[config.mk]
export PLATFORM = sky130hd
export DESIGN_NAME = reg_file_2r1w
export DESIGN_NICKNAME = d
export VERILOG_FILES = /design/src/rtl/reg_file_pkg.sv /design/src/rtl/reg_file_clr_ctrl.sv /design/src/rtl/reg_file_2r1w.sv
export SDC_FILE = /design/constraint.sdc
export NUM_CORES = 1
export LEC_CHECK = 0
export BUFFER_PORTS_ARGS = -buffer_cell sky130_fd_sc_hd__buf_2
export CORE_UTILIZATION = 35
export CTS_BUF_LIST = sky130_fd_sc_hd__clkbuf_16
export CTS_CLUSTER_DIAMETER = 60
export CTS_CLUSTER_SIZE = 8
export DETAILED_ROUTE_END_ITERATION = 10
export GPL_TIMING_DRIVEN = 0
export SLEW_MARGIN = 20
export SYNTH_ARGS = -nofsm -noshare
export SYNTH_HDL_FRONTEND = slang
export SYNTH_HIERARCHICAL = 1
export SYNTH_SLANG_ARGS = --single-unit
[constraint.sdc]
create_clock -name clk -period 3.9 [get_ports clk]
set_clock_uncertainty 0.2 [all_clocks]
set_input_delay 0.195 -clock clk [delete_from_list [all_inputs] [get_ports clk]]
set_output_delay 0.195 -clock clk [all_outputs]
set_load 0.05 [all_outputs]
[src/rtl/reg_file_pkg.sv]
// reg_file_pkg: clear-FSM state encoding and default register-file sizes
package reg_file_pkg;
   typedef enum logic {IDLE = 1'b0, SWEEP = 1'b1} clr_state_e;
   localparam int DEF_DW = 4;
   localparam int DEF_AW = 4;
endpackage

[src/rtl/reg_file_clr_ctrl.sv]
// reg_file_clr_ctrl: IDLE/SWEEP sequencer that zeroes one entry per cycle
module reg_file_clr_ctrl
   import reg_file_pkg::*;
#(
   parameter int AW    = DEF_AW,
   parameter int DEPTH = 1 << AW
) (
   input  logic          clk,
   input  logic          rst,
   input  logic          clr_req,
   output logic          clr_busy,
   output logic          clr_done,
   output logic          clr_we,
   output logic [AW-1:0] clr_addr
);
   localparam logic [AW-1:0] LAST = AW'(DEPTH - 1);
   clr_state_e    r_state, w_next;
   logic [AW-1:0] r_cnt;
   logic          r_done;
   always_ff @(posedge clk) begin
      if (rst) begin
         r_state <= IDLE;
         r_cnt   <= '0;
         r_done  <= 1'b0;
      end else begin
         r_state <= w_next;
         r_cnt   <= (r_state == SWEEP) ? r_cnt + AW'(1) : '0;
         r_done  <= (r_state == SWEEP) && (r_cnt == LAST);
      end
   end
   // clr_req is only looked at in IDLE, so a request mid-sweep is dropped
   always_comb begin
      w_next = (r_state == IDLE) ? (clr_req ? SWEEP : IDLE)
                                 : ((r_cnt == LAST) ? IDLE : SWEEP);
   end
   always_comb begin
      clr_busy = (r_state == SWEEP);
      clr_we   = (r_state == SWEEP);
      clr_addr = r_cnt;
      clr_done = r_done;
   end
endmodule

[src/rtl/reg_file_2r1w.sv]
// reg_file_2r1w: DEPTH x DW register file, 1 write / 2 async read ports, clear sweep.
// Optional REG_FILE_WR_BYPASS_EN forwards same-cycle write data to matching read ports.
module reg_file_2r1w
   import reg_file_pkg::*;
#(
   parameter int DW    = DEF_DW,
   parameter int AW    = DEF_AW,
   parameter int DEPTH = 1 << AW
) (
   input  logic          clk,
   input  logic          rst,
   input  logic          we,
   input  logic [AW-1:0] waddr,
   input  logic [DW-1:0] wdata,
   input  logic [AW-1:0] raddr0,
   output logic [DW-1:0] rdata0,
   input  logic [AW-1:0] raddr1,
   output logic [DW-1:0] rdata1,
   input  logic          clr_req,
   output logic          clr_busy,
   output logic          clr_done
);
   logic [DW-1:0] r_mem [DEPTH];
   logic          w_clr_we;
   logic [AW-1:0] w_clr_addr;
   reg_file_clr_ctrl #(.AW(AW), .DEPTH(DEPTH)) u_clr (
      .clk      (clk),
      .rst      (rst),
      .clr_req  (clr_req),
      .clr_busy (clr_busy),
      .clr_done (clr_done),
      .clr_we   (w_clr_we),
      .clr_addr (w_clr_addr)
   );
   // the sweep owns the write port while busy; external writes are dropped
   always_ff @(posedge clk) begin
      if (rst) begin
         for (int i = 0; i < DEPTH; i++) r_mem[i] <= '0;
      end else if (w_clr_we) begin
         r_mem[w_clr_addr] <= '0;
      end else if (we) begin
         r_mem[waddr] <= wdata;
      end
   end
`ifdef REG_FILE_WR_BYPASS_EN
   logic w_byp_ok;
   assign w_byp_ok = we && !clr_busy;
   assign rdata0   = (w_byp_ok && raddr0 == waddr) ? wdata : r_mem[raddr0];
   assign rdata1   = (w_byp_ok && raddr1 == waddr) ? wdata : r_mem[raddr1];
`else
   assign rdata0 = r_mem[raddr0];
   assign rdata1 = r_mem[raddr1];
`endif
endmodule

==> results of run 1 <==
-- cell families after synthesis --
kind of cell	after synthesis
flip-flops	70
adder cells (fa/ha/maj)	1
XOR/XNOR	1
AO/OA/AOI/OAI	36
buffers and inverters	36
AND/OR/NAND/NOR	122
multiplexers	39
-- through the flow --
step | area [sq um] | hold WS (ns)
after floorplan | 4010 | 0.164
after global placement | 4310 | 0.266
after detailed placement | 4310 | 0.277
after CTS | 4660 | 0.108
after global routing | 4660 | 0.132
final | 4660 | 0.109
-- worst max path at each step --
stage / from / end / slack [ns] / cells past startpoint
after floorplan: u_clr/clr_busy$_SDFF_PP0_ / r_mem[10][0]$_SDFFCE_PN0P_ / 0.91 / 6
after global placement: u_clr/clr_busy$_SDFF_PP0_ / r_mem[6][1]$_SDFFCE_PN0P_ / 0.80 / 6
after detailed placement: u_clr/clr_busy$_SDFF_PP0_ / r_mem[6][0]$_SDFFCE_PN0P_ / 0.73 / 6
after CTS: u_clr/clr_busy$_SDFF_PP0_ / r_mem[6][0]$_SDFFCE_PN0P_ / 0.72 / 6
after global routing: u_clr/clr_busy$_SDFF_PP0_ / r_mem[10][2]$_SDFFCE_PN0P_ / 0.59 / 6
final: u_clr/clr_busy$_SDFF_PP0_ / r_mem[6][0]$_SDFFCE_PN0P_ / 0.70 / 6
-- worst register-to-register path: cells and delay by family, from the launching register on --
family	cells	cell delay, ns
buf+inv	3	0.48
compound gates	1	1.01
mux	1	0.43
flops	1	0.35
simple gates	1	0.35
-- repair_timing --
action,in CTS,in global routing
endpoints found under the hold margin,1,0
gates resized for setup,0,0
hold buffers,1,0
-- cells in the mapped netlist, drive strengths merged (4+ instances only) --
master and number:
nand3 18, dfxtp 6, a22oi 8, buf 17, nor4 32, nor3 32
o41ai 8, nand2 17, mux2i 4, a41o 8, nor2 6, clkbuf 17
mux4 32, nor2b 9, edfxtp 64, o2111ai 8
-- final cells by class --
type | instances | area (sq um)
sequential | 70 | 2040
timing repair buffer | 26 | 135
clock buffer | 9 | 225
tap | 140 | 175
buffer | 34 | 153
inverter | 2 | 7.51
clock inverter | 7 | 114
fill | 1004 | 6330
multi-input combinational | 199 | 1800
-- flip-flops by register name, summed over array words and instances (netlist names) --
register	flops
u_clr/clr_addr	4
u_clr/clr_busy	1
u_clr/clr_done	1
r_mem	64
-- power groups by stage --
stage          combinational, mW  sequential (mW)  clock (mW)
2_1_floorplan              0.192            0.873           0
3_3_place_gp               0.257            0.881           0
3_5_place_dp               0.259            0.883           0
4_1_cts                    0.261            0.867       0.918
5_1_grt                    0.280            0.871       0.949
6_report                   0.262            0.867       0.914
-- routing by layer --
layer  vias to the layer above  GRT usage (%)  wire [um]
met5                         -              0          0
met4                         0           4.83        153
met3                        17           3.65        794
met2                       138           28.3       4550
met1                      1427           26.7       4750
li1                       1359              -          -
==> reports/metrics.yaml, run 1 <==
outcome: "finished clean"
grt-ovfl-total: 0
yosysTopAreaCellShare_pct: 48.0
clock_path_buffers: 2
async_flop_share_pct: 0
routedWlPerCell_um: 21.0
vias_per_cell: 6.04
grt_pass1_vias: 2818
grt_max_degree: 13
p_sw_share_pct: 23.5
rsz0062_at_grt: "false"
muxShareOfSynthArea_pct: 19.8
synthAdderAreaFrac_pct: 0.312
antenna_found_initial: 0
dp_hpwl_um: 8030
syn_area_per_cell_sq_um: 13.1
pwr-share-clk_pct: 44.7
dp.cells: 470
final_antenna_net_count: 0
fin_nets: 363
p_leak_nw: 1.57
cap_violations: 0
ios: 30
synth-xor-area-share_pct: 0.219
cp-end-kind: "flop"
finalHoldViolations: 0
synth_top_area_cell: "edfxtp_1"
r2r_cells: 6
port_buffers: 25
yosysUniqueCellTypes: 34
post-cts-setup-buffers: 0
worstReg2RegStart: "u_clr/clr_busy$_SDFF_PP0_"
tightest_slew_ns: 1.11
drt-initial-drc-count: 259
clkSlewWorstSetupHoldPaths_ns: 0.06
synthTopCellsByArea: "edfxtp_1 48%, mux4_2 18%, nor4_1 5.0%"
p_switching_mw: 0.480
n_antenna_cell: 0
synth-edff-count: 64
arrival_ns: 2.94
synthToLayoutAreaGrowth_pct: 16.2
netlist_instances: 305
timing.final.crit_share_pct: 82.1
ff2ff_setup_slack_ns: 0.70
wl_um: 10200
cts_tree: "yes"
worst_ir_drop_vdd_v: 0.000236
netlist_area_sq_um: 4010
critical_path.max_fanout: 10
final_common_cell: "edfxtp_1"
drive_above_1_share_pct: 26.5
synth_flop_cell: "edfxtp_1"
final_cell_mix: "64 x edfxtp_1, 39 x buf_2, 32 x mux4_2, 32 x nor3_1, 32 x nor4_1"
cts.sinks: 70
fmax_ghz: 0.312
final_cells: 487
crit_buf_inv: 3
ys_seq_area_share_pct: 51.0
worst_path_max_delay_cell: "o41ai_1"
die_w_um: 109
relSlewSlack_pct: 24.9
vias: 2941
synth_compound_area_share_pct: 7.78
synth_fp_nets: 326
internal-power_mw: 1.56
place_congestion: 0.874
crit_type: "flop to flop"
cp_common_cell: "buf_4"
track_usage_pct: 18.5
drc: 0
crit_required_ns: 3.64
layout_setup_ws_ns: 0.699
firstDrtPassIters: 5
hp-start: "rst"
postLayoutCoreUtil_pct: 42.4
place_ws_ns: 0.728
clk_latency_ns: 0.32
cts-buffers-inserted: 9
finalPower_mw: 2.04
period_minus_slack_ns: 3.20
fp-row-count: 38
combPwrFrac_pct: 12.8
yosys.area_share.simple_pct: 16.9
cts_max_level: 3
whs_path_depth: 3
finalSetupViolations: 0
synth_top_family_by_area: "multiplexers"
yosysWarnings: 6
worst_path_largest_cell_delay_ns: 1.01
hold_path_end: "u_clr/clr_busy$_SDFF_PP0_"
initial_core_util_pct: 36.5
power_density_nw_per_um2: 439
die-area_sq_um: 11900
cts_root_buf: "clkbuf_16"
fin_setup_tns_ns: 0
grt_pass1_wl_um: 15800
setup.worst_path.start_class: "flop"
rr_endpoint: "r_mem[6][0]$_SDFFCE_PN0P_"
slew_violations: 0
die_h_um: 109
hold_class: "input port to flop"
p_seq_share_pct: 42.4
crit_family: "compound AO/OA/AOI/OAI gates"
crit_chain: "buf_4, buf_4, nor3b_4, mux2_2, buf_2, o41ai_1"
design.core.area_sq_um: 11000
ys_ff_latch: 70
(Power assumes the default switching activity.)
==> inputs of run 2 (changes only) <==
--- a/config.mk
+++ b/config.mk
@@ -5,6 +5,7 @@
 export SDC_FILE = /design/constraint.sdc
 export NUM_CORES = 1
 export LEC_CHECK = 0
+export ABC_AREA = 1
 export BUFFER_PORTS_ARGS = -buffer_cell sky130_fd_sc_hd__buf_2
 export CORE_UTILIZATION = 35
 export CTS_BUF_LIST = sky130_fd_sc_hd__clkbuf_16
==> constraint.sdc (replaced) <==
create_clock -name clk -period 2.7 [get_ports clk]
set_clock_uncertainty 0.2 [all_clocks]
set_input_delay 0.135 -clock clk [delete_from_list [all_inputs] [get_ports clk]]
set_output_delay 0.135 -clock clk [all_outputs]
set_load 0.05 [all_outputs]
==> reports/metrics.yaml, run 2 <==
design.core.area_sq_um: 12100  # +9.8%
clkSlewWorstSetupHoldPaths_ns: 0.06  # about the same
cts_max_level: 3  # unchanged
firstDrtPassIters: 5  # unchanged
cts-resized-gates: 0  # unchanged
muxShareOfSynthArea_pct: 0  # -20 points
p_leak_nw: 2.04  # +30%
final_antenna_net_count: 0  # unchanged
grt_pass1_vias: 3702  # +31%
cts_root_buf: "clkbuf_16"
hold_ws_ns: 0.0875  # -0.0211 ns
dp.cells: 733  # +56%
finalHoldViolations: 0  # unchanged
largest_register_ffs: 64  # unchanged
cts.sinks: 70  # unchanged
register_area_sq_um: 2040  # unchanged
finalSetupViolations: 0  # unchanged
wl_um: 12400  # +21%
fin_setup_tns_ns: 0  # unchanged
power_density_nw_per_um2: 580  # +32%
cts-buffers-inserted: 9  # unchanged
synth_compound_area_share_pct: 6.74  # -1.0 points
hold_class: "input port to flop"
synthTopCellsByArea: "edfxtp_1 44%, nand2_1 11%, nand3_1 9.2%"
yosys.area_share.simple_pct: 35.3  # +18 points
postLayoutCoreUtil_pct: 41.5  # -0.91 points
grt-ovfl-total: 0  # unchanged
nFillCells: 1218  # +21%
antenna_found_initial: 0  # unchanged
dpl-instance-area_sq_um: 4670  # +8.4%
synthToLayoutAreaGrowth_pct: 15.2
netlist_area_sq_um: 4340  # +8.4%
vias: 3888  # +32%
routedWlPerCell_um: 16.6  # -21%
period_minus_slack_ns: 2.28
async_flop_share_pct: 0  # unchanged
ys_seq_area_share_pct: 47.0  # -3.9 points
synth.most_common_cell: "nand2_1"
post-cts-setup-buffers: 0  # unchanged
yosysTopAreaCellShare_pct: 44.3  # -3.7 points
setup.worst_path.start_class: "input port"
slew_violations: 0  # unchanged
grt_pass1_wl_um: 20000  # +27%
multi_input_area_sq_um: 1840  # +1.8%
synthAdderAreaFrac_pct: 0.288  # -0.024 points
die_h_um: 113  # +4.0%
fmax_ghz: 0.438
synth_common_cells: "127 x nand2_1, 80 x nand3_1, 64 x edfxtp_1"
die_w_um: 113  # +4.0%
final_cells: 751  # +54%
worst_ir_drop_vdd_v: 0.000435  # +84%
ys_ff_latch: 70  # unchanged
clock_path_buffers: 2  # unchanged
ios: 30  # unchanged
place_ws_ns: 0.498  # -0.229 ns
synth-xor-area-share_pct: 0  # -0.22 points
synth_flop_cell: "edfxtp_1"
track_usage_pct: 20.6  # +2.1 points
synth_top_family_by_area: "simple AND/OR/NAND/NOR gates"
yosysWarnings: 6  # unchanged
fp-row-count: 40  # +5.3%
final_common_cell: "nand2_1"
timing.final.crit_share_pct: 84.5
place_congestion: 0.895  # +2.3%
syn_area_per_cell_sq_um: 8.01  # -39%
stdcell_area_sq_um: 5000  # +7.5%
outcome: "finished clean"
crit_type: "input port to flop"
finalPower_mw: 2.90  # +42%
n_antenna_cell: 0  # unchanged
cap_violations: 0  # unchanged
synth_top_area_cell: "edfxtp_1"
cts_tree: "yes"
synth_fp_nets: 563  # +73%
tightest_slew_ns: 0.596  # -0.516 ns
drive_above_1_share_pct: 17.7  # -8.8 points
grt_max_degree: 13  # unchanged
crit_required_ns: 2.46  # -1.18 ns
clk_latency_ns: 0.33  # about the same
arrival_ns: 2.04  # -0.90 ns
drc: 0  # unchanged
port_buffers: 23  # -8.0%
synth-edff-count: 64  # unchanged
critical_path.max_fanout: 10  # unchanged
die-area_sq_um: 12900  # +8.2%
netlist_instances: 542  # +78%
dp_hpwl_um: 9600  # +20%
fin_nets: 599  # +65%
initial_core_util_pct: 36.0  # -0.47 points
final_cell_mix: "127 x nand2_1, 80 x nand3_1, 64 x edfxtp_1"
vias_per_cell: 5.18  # -14%
relSlewSlack_pct: 59.8  # +35 points
top_register: "r_mem"
yosysUniqueCellTypes: 26  # -24%
layout_setup_ws_ns: 0.418  # -0.281 ns
drt-initial-drc-count: 347  # +34%
cp-end-kind: "flop"
rsz0062_at_grt: "false"
==> run 2: cells by family after synthesis <==
| logic type | after synthesis |
|---|---|
| DFF | 70 |
| and+or+nand+nor | 324 |
| buffers and inverters | 104 |
| AOI/OAI and AO/OA | 43 |
| adders and majority gates | 1 |
==> run 2: metal layers <==
metal	part of all wire (%)	vias to the layer above	GRT usage [%]
met1	46	1814	27.5
met5	0	-	0
met2	45	160	32.8
met3	6.9	21	3.77
li1	-	1893	-
met4	2.2	0	8.86
==> run 2: power by group <==
group | internal (mW) | switching, mW
clock | 0.802 | 0.427
combinational | 0.119 | 0.309
sequential | 1.22 | 0.0212
==> run 2: worst paths after layout <==
kind | startpoint | cells after the start | to | slack, ns
max | rst | 8 | r_mem[10][0]$_SDFFCE_PN0P_ | 0.42
min | wdata[1] | 3 | r_mem[15][1]$_SDFFCE_PN0P_ | 0.09
max reg2reg | u_clr/clr_busy$_SDFF_PP0_ | 7 | r_mem[10][0]$_SDFFCE_PN0P_ | 0.50
min reg2reg | u_clr/clr_addr[0]$_SDFF_PP0_ | 1 | u_clr/clr_addr[0]$_SDFF_PP0_ | 0.32
==> run 2: worst max-delay path: stages <==
cell and delay [ns]:
dlygate4sd3_1 0.54, buf_2 0.16, inv_2 0.14, buf_6 0.17, nand4_1 0.09, nand2_1 0.09, nand3_1 0.18, o21ai_0 0.54
==> run 2: timing repair <==
action / in CTS / in global routing
hold buffers: 2 / 0
endpoints found under the hold margin: 6 / 0
endpoints found under the setup margin: 0 / 0
==> run 2: cell type report <==
class | instances | area share, %
sequential | 70 | 40.8
inverter | 69 | 5.18
tap | 168 | 4.20
clock inverter | 7 | 1.80
multi-input combinational | 368 | 36.7
timing repair buffer | 25 | 2.70
clock buffer | 9 | 4.50
buffer | 35 | 4.10
==> inputs of run 3 (changes only) <==
--- a/config.mk
+++ b/config.mk
@@ -5,7 +5,7 @@
 export SDC_FILE = /design/constraint.sdc
 export NUM_CORES = 1
 export LEC_CHECK = 0
-export ABC_AREA = 1
+export ABC_AREA = 0
 export BUFFER_PORTS_ARGS = -buffer_cell sky130_fd_sc_hd__buf_2
 export CORE_UTILIZATION = 35
 export CTS_BUF_LIST = sky130_fd_sc_hd__clkbuf_16
==> constraint.sdc (replaced) <==
create_clock -name clk -period 2.1 [get_ports clk]
set_clock_uncertainty 0.2 [all_clocks]
set_input_delay 0.105 -clock clk [delete_from_list [all_inputs] [get_ports clk]]
set_output_delay 0.105 -clock clk [all_outputs]
set_load 0.05 [all_outputs]
==> reports/metrics.yaml, run 3 (synthesized netlist as in run 1, its figures left out) <==
finalHoldViolations: 0  # unchanged
n_antenna_cell: 0  # unchanged
final_cell_mix: "64 x edfxtp_1, 32 x mux4_2, 26 x nor3_1"
drt-initial-drc-count: 225  # -35%
crit_required_ns: 1.94  # -0.52 ns
synthToLayoutAreaGrowth_pct: 33.4
grt_busiest_layer: "met2"
period_minus_slack_ns: 2.17
worst_path_largest_cell_delay_ns: 0.35  # -0.19 ns
dp_hpwl_um: 8310  # -13%
crit_start: "u_clr/clr_busy$_SDFF_PP0_"
final_common_cell: "edfxtp_1"
p_leak_nw: 1.86  # -9.0%
cts_tree: "yes"
crit_family: "buffers and inverters"
rr_endpoint: "r_mem[10][1]$_SDFFCE_PN0P_"
cts.sinks: 70  # unchanged
largest_register_ffs: 64  # unchanged
cts-buffers-inserted: 9  # unchanged
ff2ff_setup_slack_ns: -0.07  # -0.57 ns
hold_class: "input port to flop"
grtUsageMet3_pct: 4.24  # +0.47 points
wl_um: 11300  # -8.8%
clkSlewWorstSetupHoldPaths_ns: 0.06  # about the same
vias: 3068  # -21%
p_seq_share_pct: 40.3  # -2.6 points
failed_checks: "setup timing"
arrival_ns: 2.02  # -0.02 ns
cts_max_level: 3  # unchanged
grt-ovfl-total: 0  # unchanged
initial_core_util_pct: 36.5  # +0.47 points
tightest_slew_ns: 0.661  # +0.0643 ns
cp-end-kind: "flop"
hold_ws_ns: 0.0192  # -0.0683 ns
fp-row-count: 38  # -5.0%
ios: 30  # unchanged
slew_violations: 0  # unchanged
rsz0062_at_grt: "true"
fmax_ghz: 0.460
fin_nets: 382  # -36%
relSlewSlack_pct: 55.9  # -3.9 points
vias_per_cell: 6.06  # +17%
worst_path_max_delay_cell: "dfxtp_4"
crit_chain: "nor3b_4, buf_12, mux2_4, buf_12, o41ai_4, buf_4"
cp_common_cell: "buf_12"
outcome: "complete, but fails checks"
port_buffers: 25  # +8.7%
cap_violations: 0  # unchanged
p_switching_mw: 0.996  # +32%
dp.cells: 470  # -36%
layout_setup_ws_ns: -0.0749  # -0.493 ns
final_cells: 506  # -33%
die-area_sq_um: 11900  # -7.6%
clock_path_buffers: 2  # unchanged
met2_usage_pct: 30.2  # -2.5 points
endpoint: "r_mem[10][1]$_SDFFCE_PN0P_"
nFillCells: 950  # -22%
finalSetupViolations: 28  # +28
design.core.area_sq_um: 11000  # -8.9%
grt_pass1_wl_um: 16500  # -17%
top_register: "r_mem"
final_antenna_net_count: 0  # unchanged
drive_above_1_share_pct: 45.4  # +28 points
die_w_um: 109  # -3.9%
internal-power_mw: 3.00  # +40%
crit_type: "flop to flop"
grt_max_degree: 14  # +1
routedWlPerCell_um: 22.4  # +35%
drc: 0  # unchanged
worst_ir_drop_vdd_v: 0.000353  # -19%
antenna_found_initial: 0  # unchanged
r2r_cells: 6  # -1
grt_pass1_vias: 2874  # -22%
combPwrFrac_pct: 15.9  # +1.1 points
multi_input_area_sq_um: 2180  # +19%
power_density_nw_per_um2: 748  # +29%
critical_path.max_fanout: 7  # -3
timing.final.crit_share_pct: 104
grt_use_met1_pct: 27.4  # -0.17 points
firstDrtPassIters: 4  # -1
cts_root_buf: "clkbuf_16"
fin_setup_tns_ns: -1.21  # -1.21 ns
register_area_sq_um: 2050  # +0.18%
crit_buf_inv: 3  # -1
pwr-share-clk_pct: 43.8  # +1.4 points
clk_latency_ns: 0.33  # about the same
place_congestion: 0.810  # -9.4%
setup.worst_path.start_class: "flop"
cp.depth: 6  # -2
p_sw_share_pct: 24.9  # -1.2 points
die_h_um: 109  # -3.9%
worstReg2RegStart: "u_clr/clr_busy$_SDFF_PP0_"
track_usage_pct: 19.4  # -1.2 points
## run 3: changes by cell type in the layout (fill, tap and decap cells not counted), sizes merged, moves of 10 or more
| cell | change |
|---|---|
| nand2 | -121 |
| inv | -64 |
| nand3 | -64 |
| nor2 | -40 |
| mux4 | +32 |
| nor4 | +32 |
| o211ai | -31 |
| o21ai | -11 |
| clkbuf | +10 |
| nor3 | -10 |
## run 3: power by group through the flow
stage	sequential, mW	clock, mW	combinational (mW)
floorplan	1.62	0	0.402
global placement	1.64	0	0.524
detailed placement	1.64	0	0.532
CTS	1.61	1.76	0.577
global route	1.62	1.82	0.671
finish	1.61	1.75	0.637
## run 3: repair_timing
action                                 in CTS  in global routing
resized for setup                          20                 51
buffers inserted                           14                  8
setup endpoints to repair                 135                 92
hold buffers                                2                  0
pin swaps                                   9                 11
endpoints found under the hold margin       1                  0
cloned                                      0                  0
## run 3: layer usage
| metal | up-vias | wire length [um] |
|---|---|---|
| met5 | - | 0 |
| met4 | 0 | 93 |
| met3 | 10 | 713 |
| met2 | 106 | 5420 |
| met1 | 1563 | 5120 |
| li1 | 1389 | - |
## run 3: worst min-delay path by stage
stage               startpoint                            to  slack (ns)  depth (start not counted)
global route               rst  u_clr/clr_addr[3]$_SDFF_PP0_        0.02                          3
global placement       clr_req     u_clr/clr_busy$_SDFF_PP0_        0.22                          3
CTS                        rst  u_clr/clr_addr[3]$_SDFF_PP0_      0.0004                          3
finish                     rst  u_clr/clr_addr[3]$_SDFF_PP0_        0.02                          3
detailed placement     clr_req     u_clr/clr_busy$_SDFF_PP0_        0.22                          3
floorplan                  rst     u_clr/clr_busy$_SDFF_PP0_        0.06                          2
## run 3: tightest hold or removal path, delay by kind of cell
kind	cells	cell delay [ns]
buffers and inverters	1	0.20
and+or+nand+nor	1	0.14
muxes	1	0.05
## run 3: final cells by class
| class | count | share of cell area (%) |
|---|---|---|
| sequential | 70 | 38.3 |
| tap | 140 | 3.28 |
| multi-input combinational | 199 | 40.7 |
| buffer | 30 | 3.65 |
| clock buffer | 9 | 4.21 |
| clock inverter | 7 | 2.27 |
| timing repair buffer | 49 | 7.44 |
| inverter | 2 | 0.140 |
## run 3: per-stage QoR
step | utilization, % | total power, mW | cell area (sq um) | worst slack [ns]
after CTS | 46.0 | 3.95 | 5060 | -0.126
after floorplan | - | 2.02 | 4230 | -0.397
after global routing | 48.7 | 4.11 | 5350 | -0.124
final | 48.7 | 4.00 | 5350 | -0.0749
after global placement | 41.2 | 2.16 | 4530 | -0.483
after detailed placement | 41.2 | 2.17 | 4530 | -0.519
